`config.mk`:
```
export PLATFORM = sky130hd
export DESIGN_NAME = seg7_scan_driver
export DESIGN_NICKNAME = d
export VERILOG_FILES = /design/src/rtl/seg7_scan_driver.sv
export SDC_FILE = /design/constraint.sdc
export NUM_CORES = 1
export LEC_CHECK = 0
export ABC_AREA = 1
export ABC_CLOCK_PERIOD_IN_PS = 5400
export CORE_ASPECT_RATIO = 0.8
export CORE_MARGIN = 2
export CORE_UTILIZATION = 35
export DETAILED_ROUTE_END_ITERATION = 6
export RECOVER_POWER = 25
export SETUP_SLACK_MARGIN = 0.5
export SLEW_MARGIN = 20
export SYNTH_ARGS = -nofsm -noshare
export SYNTH_HDL_FRONTEND = slang
export SYNTH_SLANG_ARGS = --single-unit
```
`constraint.sdc`:
```
create_clock -name clk -period 5.4 [get_ports clk]
set_input_delay 0.81 -clock clk [delete_from_list [all_inputs] [get_ports clk]]
set_output_delay 0.81 -clock clk [all_outputs]
set_load 0.01 [all_outputs]
```
`src/rtl/seg7_scan_driver.sv`:
```
// seg7_scan_driver: drives a 4-digit common-anode 7-seg display from a
// one-hot digit select, with a double-buffered value, dead-time blanking
// and detection of an illegal select.
// Ports:
//   clk, rst    - clock, async active-high reset
//   sel         - one-hot digit select, digit i = sel[i]
//   load_valid  - upstream offers load_data
//   load_data   - 4 hex nibbles, digit i = load_data[4i+3:4i]
//   load_ready  - pending buffer empty
//   an, seg     - active-low anodes and segments {g,f,e,d,c,b,a}, registered
//   frame_tick  - one-cycle pulse when the pending value becomes active
//   sel_err     - sticky flag for a non-one-hot sel
module seg7_scan_driver #(
    parameter int DEADTIME = 2
) (
    input  logic        clk,
    input  logic        rst,
    input  logic [3:0]  sel,
    input  logic        load_valid,
    input  logic [15:0] load_data,
    output logic        load_ready,
    output logic [3:0]  an,
    output logic [6:0]  seg,
    output logic        frame_tick,
    output logic        sel_err
);

    localparam logic [3:0] DT    = 4'(DEADTIME);
    localparam logic [3:0] AN_OFF = 4'hF;
    localparam logic [6:0] SEG_OFF = 7'h7F;

    logic [3:0]  sel_q;
    logic [3:0]  dead_cnt;
    logic [15:0] act_data;
    logic [15:0] pend_data;
    logic        pend_full;

    logic        onehot;
    logic        chg;
    logic        swap;
    logic        accept;
    logic [15:0] act_nxt;
    logic [3:0]  an_nxt;
    logic [3:0]  dead_nxt;
    logic [3:0]  nib;
    logic [6:0]  seg_nxt;

    function automatic logic [6:0] hex7(input logic [3:0] n);
        logic [6:0] s;
        s = SEG_OFF;
        case (n)
            4'h0: s = 7'b1000000;
            4'h1: s = 7'b1111001;
            4'h2: s = 7'b0100100;
            4'h3: s = 7'b0110000;
            4'h4: s = 7'b0011001;
            4'h5: s = 7'b0010010;
            4'h6: s = 7'b0000010;
            4'h7: s = 7'b1111000;
            4'h8: s = 7'b0000000;
            4'h9: s = 7'b0010000;
            4'hA: s = 7'b0001000;
            4'hB: s = 7'b0000011;
            4'hC: s = 7'b1000110;
            4'hD: s = 7'b0100001;
            4'hE: s = 7'b0000110;
            default: s = 7'b0001110;
        endcase
        return s;
    endfunction

    assign load_ready = ~pend_full;
    assign onehot = (sel != 4'd0) && ((sel & (sel - 4'd1)) == 4'd0);
    assign chg    = (sel != sel_q);
    // frame boundary: change onto digit 0
    assign swap   = onehot && chg && (sel == 4'b0001) && pend_full;
    assign accept = load_valid && !pend_full;
    assign act_nxt = swap ? pend_data : act_data;

    always_comb begin
        an_nxt   = an;
        dead_nxt = dead_cnt;
        if (!onehot) begin
            an_nxt   = AN_OFF;
            dead_nxt = 4'd0;
        end else if (chg) begin
            dead_nxt = DT;
            an_nxt   = (DT != 4'd0) ? AN_OFF : ~sel;
        end else if (dead_cnt > 4'd1) begin
            dead_nxt = dead_cnt - 4'd1;
            an_nxt   = AN_OFF;
        end else if (dead_cnt == 4'd1) begin
            dead_nxt = 4'd0;
            an_nxt   = ~sel_q;
        end
    end

    // decode from the next anode/data so seg always matches an
    always_comb begin
        nib = 4'd0;
        unique case (1'b1)
            !an_nxt[0]: nib = act_nxt[3:0];
            !an_nxt[1]: nib = act_nxt[7:4];
            !an_nxt[2]: nib = act_nxt[11:8];
            !an_nxt[3]: nib = act_nxt[15:12];
            default:    nib = 4'd0;
        endcase
        seg_nxt = (an_nxt == AN_OFF) ? SEG_OFF : hex7(nib);
    end

    always_ff @(posedge clk or posedge rst) begin
        if (rst) begin
            sel_q      <= 4'd0;
            dead_cnt   <= 4'd0;
            act_data   <= 16'd0;
            pend_data  <= 16'd0;
            pend_full  <= 1'b0;
            an         <= AN_OFF;
            seg        <= SEG_OFF;
            frame_tick <= 1'b0;
            sel_err    <= 1'b0;
        end else begin
            sel_q      <= sel;
            dead_cnt   <= dead_nxt;
            act_data   <= act_nxt;
            an         <= an_nxt;
            seg        <= seg_nxt;
            frame_tick <= swap;
            if (!onehot)
                sel_err <= 1'b1;
            if (accept)
                pend_data <= load_data;
            pend_full <= accept | (pend_full & ~swap);
        end
    end

endmodule
```
After elaboration in Yosys (flattened, before gate mapping)
Memories as Yosys holds them, arrays and structs flattened.
Cells that the tools add are included.
{ "classes": {"addsub": 2, "magnitude_cmp": 1, "n_eq_ne": 5, "mux": 11, "bitwise": 6, "reduce_logical": 12} }
{ "ops": {"columns": ["op", "count"], "rows": [
  ["two-way mux 4 bit", 8],
  ["two-way mux 16 bit", 1],
  ["one-hot mux 4 bit (4 select lines)", 1],
  ["equality test 4 x 1 -> 1 bit, second input constant", 2],
  ["subtractor 4 x 1 -> 4 bit, second input constant", 2],
  ["two-way mux 7 bit", 1],
  ["logical AND 1 bit", 5],
  ["logical NOT 1 bit", 5],
  ["AND 4 bit", 1],
  ["equality test 4 bit, second input constant", 1],
  ["> comparator 4 x 1 -> 1 bit, second input constant", 1],
  ["logical NOT 4 bit", 1],
  ["!= test 4 x 1 -> 1 bit, second input constant", 1],
  ["!= test 4 bit", 1],
  ["inverter 4 bit", 1],
  ["nonzero test 4 bit", 1],
  ["inverter 1 bit", 2],
  ["AND 1 bit", 1],
  ["OR 1 bit", 1]
]} }
{ "totals": {"register_bits": 54, "rom_bits": 112, "in_bits": 23, "output_inout_bits": 14, "wordCells": 47, "n_memories": 1} }
{ "mem_list": {"columns": ["name", "depth", "width", "read_ports", "rd_ports_with_merged_regs", "wr", "line_no", "text"], "rows": [
  ["(name not given)", 16, 7, 1, 0, 0, "51", "case (n)"]
]} }

Longest topological paths before layout
An unclocked memory read counts as a cell.
{ "depth": {"depth_word": 11, "mapped_depth": 19, "ltp_nobuf": 18} }

Worst setup path before layout
OpenSTA, ideal clock, no wires.
{ "synth_path": {"path_type": "input to register", "start": "in sel[3]", "end": "reg seg[1]", "setup_time_ns": 0.073, "arrival_ns": 2.436, "required_ns": 5.327, "setup_slack_ns": 2.891, "path_stages": 16, "n_path_buf": 2, "cell_sequence": "inv_1 -> nand2_1 -> nor2_4 -> nand2_2 -> buf_6 -> buf_6 -> nand2_2 -> nand2_2 -> nand2_1 -> nand2_1 -> nor2_4 -> inv_1 -> ha_1 -> nor2_1 -> nor2_1 -> a21oi_1"} }
{ "synth_between": {"elab_chain_len": 11, "word_cells_on_any_way": 21, "classes_between": "add/sub: 1; eq/ne: 3; mux: 5; bitwise: 1; reduce/logical: 10; memory: 1"} }
{ "synth_lines": {"columns": ["item", "line_no", "text"], "rows": [
  ["start, declared", "18", "input logic [3:0] sel,"],
  ["subtractor 4 x 1 -> 4 bit", "73", "assign onehot = (sel != 4'd0) && ((sel & (sel - 4'd1)) == 4'd0);"],
  ["AND 4 bit", "73", null],
  ["logical NOT 4 bit", "73", null],
  ["logical AND 1 bit", "73", null],
  ["logical AND 1 bit", "76", "assign swap = onehot && chg && (sel == 4'b0001) && pend_full;"],
  ["logical AND 1 bit * (2 in a row)", "76", null],
  ["two-way mux 16 bit *", "78", "assign act_nxt = swap ? pend_data : act_data;"],
  ["named net act_nxt[9]", "42", "logic [15:0] act_nxt;"],
  ["one-hot mux 4 bit (4 select lines) *", "101", "unique case (1'b1)"],
  ["memory read (16 x 7 bit) *", null, null],
  ["two-way mux 7 bit *", "108", "seg_nxt = (an_nxt == AN_OFF) ? SEG_OFF : hex7(nib);"],
  ["named net seg_nxt[1]", "46", "logic [6:0] seg_nxt;"],
  ["end signal, assigned", "127", "seg <= seg_nxt;"],
  ["end, declared", "23", "output logic [6:0] seg,"]
]} }
Mark *: on every way through the listed nets, which the timed path passes. The rest lies on a longest branch.
A chain may end at the register's enable or synchronous reset.

==> metrics list <==
- Run status: complete, but fails checks
* Failing checks: capacitance limit, slew limit
- Signal routing reaches up to met4.
- Weighted congestion at the end of routability-driven global placement: 0.827
* Setup slack after layout: 1700 ps
* Half-perimeter wire length after detailed placement: 4330 µm
- Final design area excluding fillers: 3390 µm²
* Post-Synthesis Net Count: 371
- Actual transition at the worst max-transition pin: 2920 ps
- In the finished design, the share of the clock period the worst path needs comes to 68.5%.
- Post-layout util: 42.9%
* Area Growth Syn to Fin: 19.5%
* Max frequency: 0.271 GHz
- During placement, the flow inserted port buffers numbering 36.
- Setup repair after global routing missed its margin: no
* Final clock skew: 10.2 ps
- The multi-input combinational cells in the finished layout cover a total of 1260 µm².
- After filler insertion, the fill cell instance count of the layout stands at 837.
* Total Power Consumption: 932 µW
- Summed over all cells, the static leakage comes to 1.69 nW.
- Registers take 1370 µm².
- Number of remaining DRC errors: 0
- Mean instance size in the synthesized netlist: 8.35 µm²
* Cell Area, Placed: 3300 µm²
- After detailed routing, the average wire length per cell comes to 11.8 µm.
* Dominant cell type by area after synthesis: dfrtp_1
- The detailed router finished its first iteration with 87 violations.
- Final number of max-transition violations: 55
* Total clock buffers created by CTS: 5
- The die covers 8850 µm².
- The initial antenna violation count was 0.
* Share of the synthesized area in the top cell type: 37.9%
- STA classifies the critical path endpoint as an async pin.
* Via density: 4.49
- Cells with a size suffix above 1 make up 18.4% of the layout.
* Core outline area: 7910 µm²
- CTS tree: done
* Non-Filler Instances: 488
- VDD IR max: 0.000164 V
- STA classifies the critical path startpoint as a primary input.
- The detailed router put a total of 3060 µm of wire on met1.
- The total overflow left after global routing is 0.
- In this run the cell area of the synthesized design comes to 2840 µm².
* Final number of setup-violating endpoints: 0
- Horizontal extent of the die: 105 µm
- At the placement stage, the worst setup path has a slack of 1480 ps.
- After clock tree synthesis, the flow added hold-fix buffers numbering 0.
* Most common library cell in the layout ignoring fill and taps: nand2_1
- Final setup TNS: 0 ps
- Cell Rows: 29
- Once detail routing completed, the nets flagged for antenna violations numbered 0.
- Via Count: 2192
* Syn Inst Count: 340
- The first global-routing pass estimated 10400 µm of wire.
* Number of iterations in the first detailed-routing pass: 5
- In this run the post-CTS setup repair buffer count came out at 0.
- Final count of hold timing violations: 0
* Most frequent cells in the layout: 110 x nand2_1, 43 x dfrtp_1, 35 x inv_1, 31 x clkdlybuf4s50_1, 29 x nand3_1
- Final hold analysis gives a worst-case slack of 473 ps.
- Class of the worst hold path: reg2reg
* Maximum clock path buffer count: 2
- For this design the top-level I/O count stands at 37.
- For the worst-skew pair, the clock arrives at the later sink with an insertion delay of 310 ps.
* Data required time of the critical path: 5190 ps
- Slew headroom: -94.9%
- Initial cell density of the core: 35.9%
- The worst path needs 3700 ps of the cycle, external delays included.
* Count of cells resized by post-cts repair: 0
- Max-capacitance violation count: 1
* Synth cell types: 29
- Vias in the first global route: 2216
- Entering global routing, the biggest net connects 55 pins.
- Layout net count: 410
- Number of cells on the worst hold path: 1
* Arrival time at the worst endpoint: 3490 ps
* Top fanout value on the critical path: 54
- Ant diodes: 0
- From bottom edge to top edge, the die measures 84.6 µm.
- Wire segments on met2 add up to 2450 µm in the final route.
- Clock-pin slew reported for the worst setup and hold paths after clock tree synthesis: 100 ps
- Post-Route WL: 5770 µm
- In this run, placement finished with an instance count of 480.
- Gr usage total: 14.2%
- By startpoint and endpoint, the worst setup path is classified as in2async.
- Power spread over the standard cell area amounts to 275 nW/µm².
- Cell at the root of the clock tree: clkbuf_8
- Level count of the clock H-tree: 2
* Most area-consuming cells after synthesis: dfrtp_1 38%, nand2_1 15%, dfstp_2 10%
* Worst-case reg-to-reg path depth: 17
* Flops & latches, synth: 54
- Sequential elements use 48.1% of the synthesized area.
- Wire segments on met3 add up to 231 µm in the final route.
- Yosys printed 0 warnings.
* Clock sink count: 54
metal layers:
metal / up-vias / track usage (%)
li1: 1136 / -
met1: 1010 / 21.0
met2: 42 / 21.4
met3: 4 / 3.11
met4: 0 / 3.27
met5: - / 0
area by class of cell:
cell class	count	area share (%)
sequential	54	40.2
multi-input combinational	237	37.3
timing repair buffer	37	10.7
inverter	44	4.87
tap	108	3.98
clock buffer	6	2.43
clock inverter	2	0.480
final timing paths:
kind                            startpoint            end  slack [ps]
worst max-delay path                   rst        sel_err        1700
worst min-delay path               sel_err        sel_err         470
worst max register to register    sel_q[1]         seg[1]        2420
worst min register to register     sel_err        sel_err         470
max in group clk                    sel[1]         seg[1]        1730
min in group asynchronous              rst  pend_data[11]        2050
flip-flops by register name, summed over array words and instances (netlist names):
register,flops
act_data,16
pend_data,16
seg,7
an,4
dead_cnt,4
sel_q,4
frame_tick,1
pend_full,1
sel_err,1
cells by family (layout without fill, tap and decap cells):
logic type | count (synthesis) | in the layout | synth area share (%)
simple gates | 197 | 197 | 31.9
flops | 54 | 54 | 48.1
mux | 13 | 13 | 5.16
compound gates | 18 | 18 | 3.66
fa+ha+maj | 8 | 8 | 3.53
buf+inv | 49 | 89 | 7.40
xor+xnor | 1 | 1 | 0.309
where the power goes:
group | internal (mW) | leakage, nW | switching, mW
Clock | 0.106 | 0.0478 | 0.143
Sequential | 0.487 | 0.639 | 0.0360
Combinational | 0.0718 | 1.01 | 0.0875
critical path, cell delays in order:
cell           delay [ps]
dlygate4sd3_1         530
clkinv_1               40
clkbuf_1             2040
cells in the mapped netlist:
cell type  number
o21ai_2         2
nand2_2        17
nand3_1        29
dfstp_2        11
ha_1            8
o21ai_1         2
inv_1          36
nor2_2          4
or2_2           1
clkinv_1        1
clkbuf_1        1
nand3_2         1
nand4_1         3
xnor2_1         1
nor2_1         21
o211ai_1        1
dfrtp_1        43
buf_4           1
nand2_4         2
a2111oi_0       1
buf_6           3
nor3_1          5
mux2_2         13
inv_2           7
nor2_4          3
a21oi_1         6
o21ai_0         6
nand2_1       110
nor2_8          1
No activity file was read; power rests on OpenSTA's default activity.
